$ cat config.mk
export PLATFORM = sky130hd
export DESIGN_NAME = uart_output_handler
export DESIGN_NICKNAME = d
export VERILOG_FILES = /design/src/rtl/uart_output_handler.sv
export SDC_FILE = /design/constraint.sdc
export NUM_CORES = 1
export LEC_CHECK = 0
export BUFFER_PORTS_ARGS = -buffer_cell sky130_fd_sc_hd__buf_2
export CORE_UTILIZATION = 33
export DETAILED_ROUTE_END_ITERATION = 8
export PLACE_DENSITY = 0.56
export SETUP_SLACK_MARGIN = 0.3
export SKIP_LAST_GASP = 1
export SYNTH_ARGS = -nofsm -noshare
export SYNTH_HDL_FRONTEND = slang
export SYNTH_SLANG_ARGS = --single-unit
export TNS_END_PERCENT = 5
$ cat constraint.sdc
create_clock -name clk_i -period 1.85 [get_ports clk_i]
set_clock_uncertainty 0.15 [all_clocks]
set_input_delay 0.185 -clock clk_i [delete_from_list [all_inputs] [get_ports clk_i]]
set_output_delay 0.185 -clock clk_i [all_outputs]
set_load 0.05 [all_outputs]
$ cat src/rtl/uart_output_handler.sv
// Serialises one latched response {status, address, data} as a 26-byte ASCII frame
// (ID, 24 uppercase hex digits, terminator) into a UART TX byte interface.
module uart_output_handler #(
  parameter logic [7:0] ID_CHAR   = 8'h53,
  parameter logic [7:0] TERM_CHAR = 8'h0A
) (
  input  logic        clk_i,
  input  logic        rst_ni,
  input  logic        send_en_i,
  input  logic [31:0] status_i,
  input  logic [31:0] address_i,
  input  logic [31:0] data_i,
  input  logic        tx_busy_i,
  output logic [7:0]  byte_o,
  output logic        byte_write_o,
  output logic        busy_o,
  output logic        done_o
);

  typedef enum logic [2:0] {
    IDLE,
    SEND_ID,
    SEND_HEX,
    SEND_TERM,
    FINISH
  } state_t;

  state_t      state_q, state_d;
  logic [95:0] hold_q, hold_d;
  logic [4:0]  cnt_q, cnt_d;
  logic [7:0]  byte_q, byte_d;
  logic        bw_q, bw_d;
  logic        busy_q, busy_d;
  logic        done_q, done_d;
  logic        can_issue;

  function automatic logic [7:0] hex_char(input logic [3:0] n);
    return (n < 4'd10) ? (8'h30 + {4'h0, n}) : (8'h37 + {4'h0, n});
  endfunction

  // A byte may only go out when the transmitter is free and we did not strobe last cycle.
  assign can_issue = !tx_busy_i && !bw_q;

  always_ff @(posedge clk_i or negedge rst_ni) begin
    if (!rst_ni) begin
      state_q <= IDLE;
      hold_q  <= '0;
      cnt_q   <= '0;
      byte_q  <= 8'h00;
      bw_q    <= 1'b0;
      busy_q  <= 1'b0;
      done_q  <= 1'b0;
    end else begin
      state_q <= state_d;
      hold_q  <= hold_d;
      cnt_q   <= cnt_d;
      byte_q  <= byte_d;
      bw_q    <= bw_d;
      busy_q  <= busy_d;
      done_q  <= done_d;
    end
  end

  always_comb begin
    state_d = state_q;
    hold_d  = hold_q;
    cnt_d   = cnt_q;
    byte_d  = byte_q;
    bw_d    = 1'b0;
    busy_d  = busy_q;
    done_d  = 1'b0;

    case (state_q)
      IDLE: begin
        if (send_en_i) begin
          hold_d  = {status_i, address_i, data_i};
          cnt_d   = '0;
          busy_d  = 1'b1;
          state_d = SEND_ID;
        end
      end
      SEND_ID: begin
        if (can_issue) begin
          byte_d  = ID_CHAR;
          bw_d    = 1'b1;
          state_d = SEND_HEX;
        end
      end
      SEND_HEX: begin
        if (can_issue) begin
          byte_d = hex_char(hold_q[95:92]);
          bw_d   = 1'b1;
          hold_d = {hold_q[91:0], 4'h0};
          cnt_d  = cnt_q + 5'd1;
          if (cnt_q == 5'd23) begin
            state_d = SEND_TERM;
          end
        end
      end
      SEND_TERM: begin
        if (can_issue) begin
          byte_d  = TERM_CHAR;
          bw_d    = 1'b1;
          state_d = FINISH;
        end
      end
      FINISH: begin
        done_d  = 1'b1;
        busy_d  = 1'b0;
        state_d = IDLE;
      end
      default: begin
        state_d = IDLE;
      end
    endcase
  end

  assign byte_o       = byte_q;
  assign byte_write_o = bw_q;
  assign busy_o       = busy_q;
  assign done_o       = done_q;

endmodule

* Yosys cells after proc, flatten, opt, wreduce, memory -nomap -nowiden *
Index checks and enable logic that the tools add are counted.

operators by class
  reduce and logical (&&, ||, !) cells = 12
  equality and inequality tests = 10
  magnitude comparators = 1
  multiplexer cells = 22
  add/subtract/negate cells = 3

operators with widths
  cell                                                             count
  96-bit 2-to-1 mux                                                2
  96-bit case mux with 2 select lines                              1
  8-bit 2-to-1 mux                                                 3
  8-bit case mux with 3 select lines                               1
  3-bit 2-to-1 mux                                                 5
  6-bit by 4-bit adder with 7-bit output, first input constant     2
  3-bit case mux with 4 select lines                               1
  5-bit 2-to-1 mux                                                 2
  2-bit inequality test, second input constant                     5
  5-bit case mux with 2 select lines                               1
  7-bit 2-to-1 mux                                                 1
  3-bit by 2-bit == test with 1-bit output, second input constant  2
  5-bit by 1-bit adder with 5-bit output, second input constant    1
  5-bit == test, second input constant                             1
  5-bit AND reduction                                              1
  4-bit less-than comparator, second input constant                1
  1-bit 2-to-1 mux                                                 4
  4-bit AND reduction                                              1
  2-bit nonzero test                                               2
  3-bit by 1-bit == test with 1-bit output, second input constant  1
  3-bit == test, second input constant                             1
  3-bit logical NOT                                                1
  3-bit AND reduction                                              1
  3-bit nonzero test                                               1
  5 further kinds                                                  6

storage, ports and cells
  input port bits = 100
  register bits = 115
  word-level logic and storage cells = 55

* Logic depth before layout (Yosys ltp) *
  depth after elaboration = 4
  gate-level depth with buffers = 8
  mapped depth without buffers = 6

* Least setup slack after synthesis *
Ideal clock, no wire load.

  kind = reg2reg
  start point = reg bw_q, in the netlist byte_write_o
  end point = reg byte_q[1], in the netlist byte_o[1]
  required time = 1.581 ns
  path slack = -0.066 ns
  arrival = 1.648 ns
  stages on the path, launching flop included = 5
  library setup time = 0.119 ns
  cell sequence = dfrtp_1 -> or4b_1 -> buf_2 -> or2_4 -> o21a_1

between the ends
  longest elaborated chain between the ends = 4

ends and longest elaborated chain
  item                               RTL line  source
  from (decl)                        32        logic bw_q, bw_d;
  from (signal assigned)             58        bw_q <= bw_d;
  1-bit logical NOT (*)              42        assign can_issue = !tx_busy_i && !bw_q;
  1-bit logical AND (*)              42
  2-bit inequality test (no line)    --
  4-bit AND reduction (no line) (*)  --
  to (signal assigned)               57        byte_q <= byte_d;
  to (decl)                          31        logic [7:0] byte_q, byte_d;

Every way passes the cells marked *; elsewhere a longest branch is shown, timed or not.
A chain may end at the register's enable or synchronous reset.

* Worst setup path after layout *
  start point = reg state_q[2]
  end point = reg byte_q[3], in the netlist byte_o[3]

between the ends
  longest elaborated chain between the ends = 3

ends and longest elaborated chain
  item                                                                                                  RTL line  source
  from (decl)                                                                                           28        state_t state_q, state_d;
  from (signal assigned)                                                                                54        state_q <= state_d;
  3-bit by 1-bit == test with 1-bit output or 3-bit by 2-bit == test with 1-bit output (tied branches)  73        case (state_q)
  2-bit inequality test (no line) or 3-bit nonzero test (tied branches)                                 --
  4-bit AND reduction (no line)                                                                         --

Several ways; a longest one is shown, not always the timed one.

==> summary by stage <==
Global routing
The overall overflow remaining after global route is 0. The first-pass GRT wire length is between 20,000 and 25,000 um. The via count of the first global-routing pass is roughly 4,700. The overall global routing resource usage is 0.175. The initial antenna violation count came to 0. Entering global routing, the biggest net connects 39 pins.

Yosys
After synthesis, the share of cell area in mux cells is 0.174. The prevailing post-synth register cell is sky130_fd_sc_hd__dfrtp_1. Synthesis handed over a netlist of 500 instances. The post-synthesis adder-cell area fraction is 0.00473. For this run, the number of Yosys warnings is 0. A synthesized cell averages about 11 sq um. The fraction of registers with async set/reset is 1.00.

The simple-gate share of the synthesized area is 0.104. The netlist uses 41 different library cells. The area of the mapped netlist is about 5300 sq um. The complex-gate fraction of the synthesized area is 0.123. The synthesized design contains 0 enable-type register cells.

After synthesis, the largest family of logic cells by area is multiplexers. The net count of the mapped netlist is 602. The number of storage elements in the synthesis netlist is roughly 110.

The share of the yosys chip area belonging to registers is 0.540. The fraction of synthesized cell area in xor and xnor cells is 0.00663.

Pwr
Of the total power, combinational logic draws 0.418. The sequential cell fraction of total power is 0.321. The power density over the cells is ~1600 nW/um^2. The switching share of total power is 0.337.

The part of the power in the clock network is 0.261. The analysis attributes to cell leakage a power of about 3.8 nW. The peak supply drop is between 0.0007 and 0.0008 V. The cell-internal power is around 9 mW. Summed over all nets, the switching power comes to approximately 4.5 mW.

Clock tree
The tree is rooted in a sky130_fd_sc_hd__clkbuf_16. For the worst-skew pair, the clock arrives at the later sink with an insertion delay of around 0.42 ns. The H-tree was split into 4 levels.

The number of clock sinks is ~110. The number of clock buffers added by TritonCTS is 17. The buffer levels on the longest clock path is 2. The clock tree from TritonCTS is built. The clock-pin transition on the worst setup and hold timing paths is 0.05 ns.

Timing
The final number of max-transition violations is 0. The post-route setup TNS is 0 ns. The fraction of the cycle the final worst path needs is 0.915.

Setup violations remaining at the end of the flow were counted as 0. The number of hold violations in the final report was 0. Static timing analysis puts the maximum clock frequency at slightly below 0.6 GHz. The clock period minus worst slack is approximately 1.7 ns. Setup repair after global routing could not meet its margin everywhere.

Worst setup path
The arrival time of data at the critical path endpoint is roughly 1.8 ns. The critical path class is flop to flop. The worst setup path is launched from a flop.

The worst-case register-to-register setup slack is roughly 0.16 ns. Counting both buffers and inverters, the worst setup path holds a total of 0. Among all stages on the critical path, the largest delay is contributed by sky130_fd_sc_hd__or4b_4. Walking the worst path, the cells encountered are or4b_4 > or2_4 > a21oi_2 > a31oi_1. The worst-path maximum fanout is 6. The worst setup path is captured at a flop.

The data required time of the worst path is slightly below 2 ns. Broken down by cell family, the worst path's largest delay share belongs to simple AND/OR/NAND/NOR gates. For this run, the slowest stage of the critical path takes between 0.5 and 0.6 ns.

Layout
The post-layout net count is around 850. The synthesis-to-layout area growth is 56.6%. Of the cells placed in the final design, the portion with a size suffix greater than 1 is 0.277. The final cell area excluding filler cells is 8280 sq um.

Routing
The number of nets with antenna violations after routing is 0. The first TritonRoute pass finished after 5 iterations. The DRC violation count after routing is 0. Using the TritonRoute via totals, the vias-per-cell ratio works out to approximately 4.5. The mean routed wirelength per cell is ~14 um. The routed design has around 13,000 um of wire. The detailed router's first-iteration violation count is 200. The routed layout has roughly 4,400 vias.

Die
The die covers ~17,000 sq um. The initial utilization of the core area, before any placement, comes to 0.343. In this run the horizontal extent of the chip is around 130 um. The cell row count is between 40 and 50. The placeable core area is about 15,000 sq um.

The number of top-level design ports is approximately 110. The chip height is ~130 um.

Run status
The flow ran to the end, and the final reports show no timing, DRC or antenna violations.

Place
The standard cell area after detailed placement is 6300 sq um. Summed over all nets, the half-perimeter wirelength after detailed placement is 8490 um. In this run the tool buffered the top-level ports with 109 buffer cells.

The congestion estimate from routability-driven global placement came to 0.774.

Run
The number of violations of the max-capacitance limit is 0.

Worst hold path
The tightest min-delay check is of the input port to flop type.
-- cell families (layout without fill, tap and decap cells) --
kind of cell             count (synthesis)  count (layout)
AND/OR/NAND/NOR                        129             129
XOR/XNOR                                 4               4
multiplexers                            92              92
other                                    1               2
buffers and inverters                   38             293
adder cells (fa/ha/maj)                  2               2
flip-flops                             114             114
AO/OA/AOI/OAI                          120             120
-- cells in the final DEF, fill, tap and decap left out, types with 2 or more instances in the layout --
cell type and instances:
sky130_fd_sc_hd__a21oi_1 5, sky130_fd_sc_hd__a22o_1 4, sky130_fd_sc_hd__buf_12 18, sky130_fd_sc_hd__buf_16 3, sky130_fd_sc_hd__buf_2 108, sky130_fd_sc_hd__buf_4 26
sky130_fd_sc_hd__buf_6 2, sky130_fd_sc_hd__bufinv_16 4, sky130_fd_sc_hd__clkbuf_16 20, sky130_fd_sc_hd__clkbuf_8 4, sky130_fd_sc_hd__clkinv_2 2, sky130_fd_sc_hd__clkinvlp_4 3
sky130_fd_sc_hd__dfrtp_1 111, sky130_fd_sc_hd__dfrtp_2 3, sky130_fd_sc_hd__dlygate4sd3_1 98, sky130_fd_sc_hd__ha_1 2, sky130_fd_sc_hd__inv_1 3, sky130_fd_sc_hd__mux2i_1 90
sky130_fd_sc_hd__mux2i_2 2, sky130_fd_sc_hd__nand2_1 99, sky130_fd_sc_hd__nand3_1 2, sky130_fd_sc_hd__nor2_1 12, sky130_fd_sc_hd__nor2b_1 2, sky130_fd_sc_hd__o211ai_1 2
sky130_fd_sc_hd__o21a_1 2, sky130_fd_sc_hd__o21ai_0 77, sky130_fd_sc_hd__o21ai_1 22, sky130_fd_sc_hd__o22a_2 3, sky130_fd_sc_hd__xor2_1 3
-- path summary, 6_finish.rpt --
path	from	end	cells after the start
setup reg to reg	state_q[2]	byte_o[3]	4
hold / removal	tx_busy_i	state_q[1]	5
max in group asynchronous	rst_ni	state_q[1]	3
min in group asynchronous	rst_ni	hold_q[41]	2
hold reg to reg	hold_q[55]	hold_q[55]	2
setup / recovery	state_q[2]	byte_o[3]	4
-- through the flow --
step | setup WS [ns] | hold slack [ns] | instances | power (mW) | utilization
final | 0.157 | 0.0738 | 967 | 13.5 | 0.537
after global routing | 0.0988 | 0.104 | 966 | 14.4 | 0.537
after CTS | 0.133 | 0.0600 | 953 | 13.2 | 0.526
after detailed placement | 0.0995 | 0.0354 | 814 | 9.06 | 0.409
after global placement | 0.144 | 0.0361 | 814 | 8.88 | 0.409
after floorplan | 0.0310 | -0.261 | 500 | 7.52 | -
-- metal layers --
layer	up-vias	wire length [um]	global-route usage
li1	2212	-	-
met1	2049	5990	0.204
met2	95	6770	0.301
met3	21	509	0.0524
met4	0	218	0.0692
met5	-	0	0
-- what timing repair did --
item                                    CTS  global route
endpoints found under the setup margin  108           109
gates cloned                              3             3
setup buffers                             7            10
hold buffers                             98             0
endpoints found under the hold margin   196             0
pin swaps                                 5             3
resized for setup                         8            10
-- flip-flops by register name (all words and copies together), names as in the netlist --
signal / flops
hold_q: 96
byte_o: 7
cnt_q: 5
state_q: 3
busy_o: 1
byte_write_o: 1
done_o: 1
-- cells in the mapped netlist (2+ instances only) --
library cell | instances | area share
sky130_fd_sc_hd__a22o_1 | 4 | 0.0066
sky130_fd_sc_hd__o21ai_1 | 17 | 0.016
sky130_fd_sc_hd__o21a_1 | 2 | 0.0028
sky130_fd_sc_hd__o21ai_0 | 82 | 0.078
sky130_fd_sc_hd__dfrtp_1 | 114 | 0.54
sky130_fd_sc_hd__nor2b_1 | 3 | 0.0035
sky130_fd_sc_hd__nor2_1 | 12 | 0.0085
sky130_fd_sc_hd__nand2_1 | 99 | 0.070
sky130_fd_sc_hd__ha_1 | 2 | 0.0047
sky130_fd_sc_hd__buf_6 | 2 | 0.0043
sky130_fd_sc_hd__xor2_1 | 3 | 0.0050
sky130_fd_sc_hd__mux2i_1 | 92 | 0.17
sky130_fd_sc_hd__nand3_1 | 2 | 0.0019
sky130_fd_sc_hd__a21oi_1 | 6 | 0.0057
sky130_fd_sc_hd__clkbuf_1 | 10 | 0.0071
sky130_fd_sc_hd__buf_4 | 3 | 0.0043
sky130_fd_sc_hd__o211ai_1 | 2 | 0.0028
sky130_fd_sc_hd__buf_2 | 13 | 0.012
sky130_fd_sc_hd__buf_8 | 5 | 0.014
sky130_fd_sc_hd__clkbuf_4 | 2 | 0.0028
sky130_fd_sc_hd__o22a_2 | 3 | 0.0057
sky130_fd_sc_hd__inv_1 | 3 | 0.0021
-- worst reg2reg max path: cells and delay by family, from the launching register on --
family	cells	cell delay, ns
AO/OA/AOI/OAI	2	0.16
flip-flops	1	0.45
AND/OR/NAND/NOR	2	0.80
-- power groups by stage --
stage | Sequential [mW] | Clock (mW) | Combinational [mW]
CTS | 4.33 | 3.58 | 5.32
global route | 4.48 | 3.70 | 6.25
global placement | 4.30 | 0 | 4.59
finish | 4.33 | 3.51 | 5.63
detailed placement | 4.35 | 0 | 4.71
floorplan | 4.42 | 0 | 3.10
-- cell type report --
class,count,area (sq um)
fillers,1368,7150
flip-flops and latches,114,2860
repair buffers,259,2290
multi-input cells,348,2220
clock buffers,22,484
well taps,211,264
clock inverters,9,153
inverters,3,11.3
diodes,1,2.50
(Power assumes the default switching activity.)
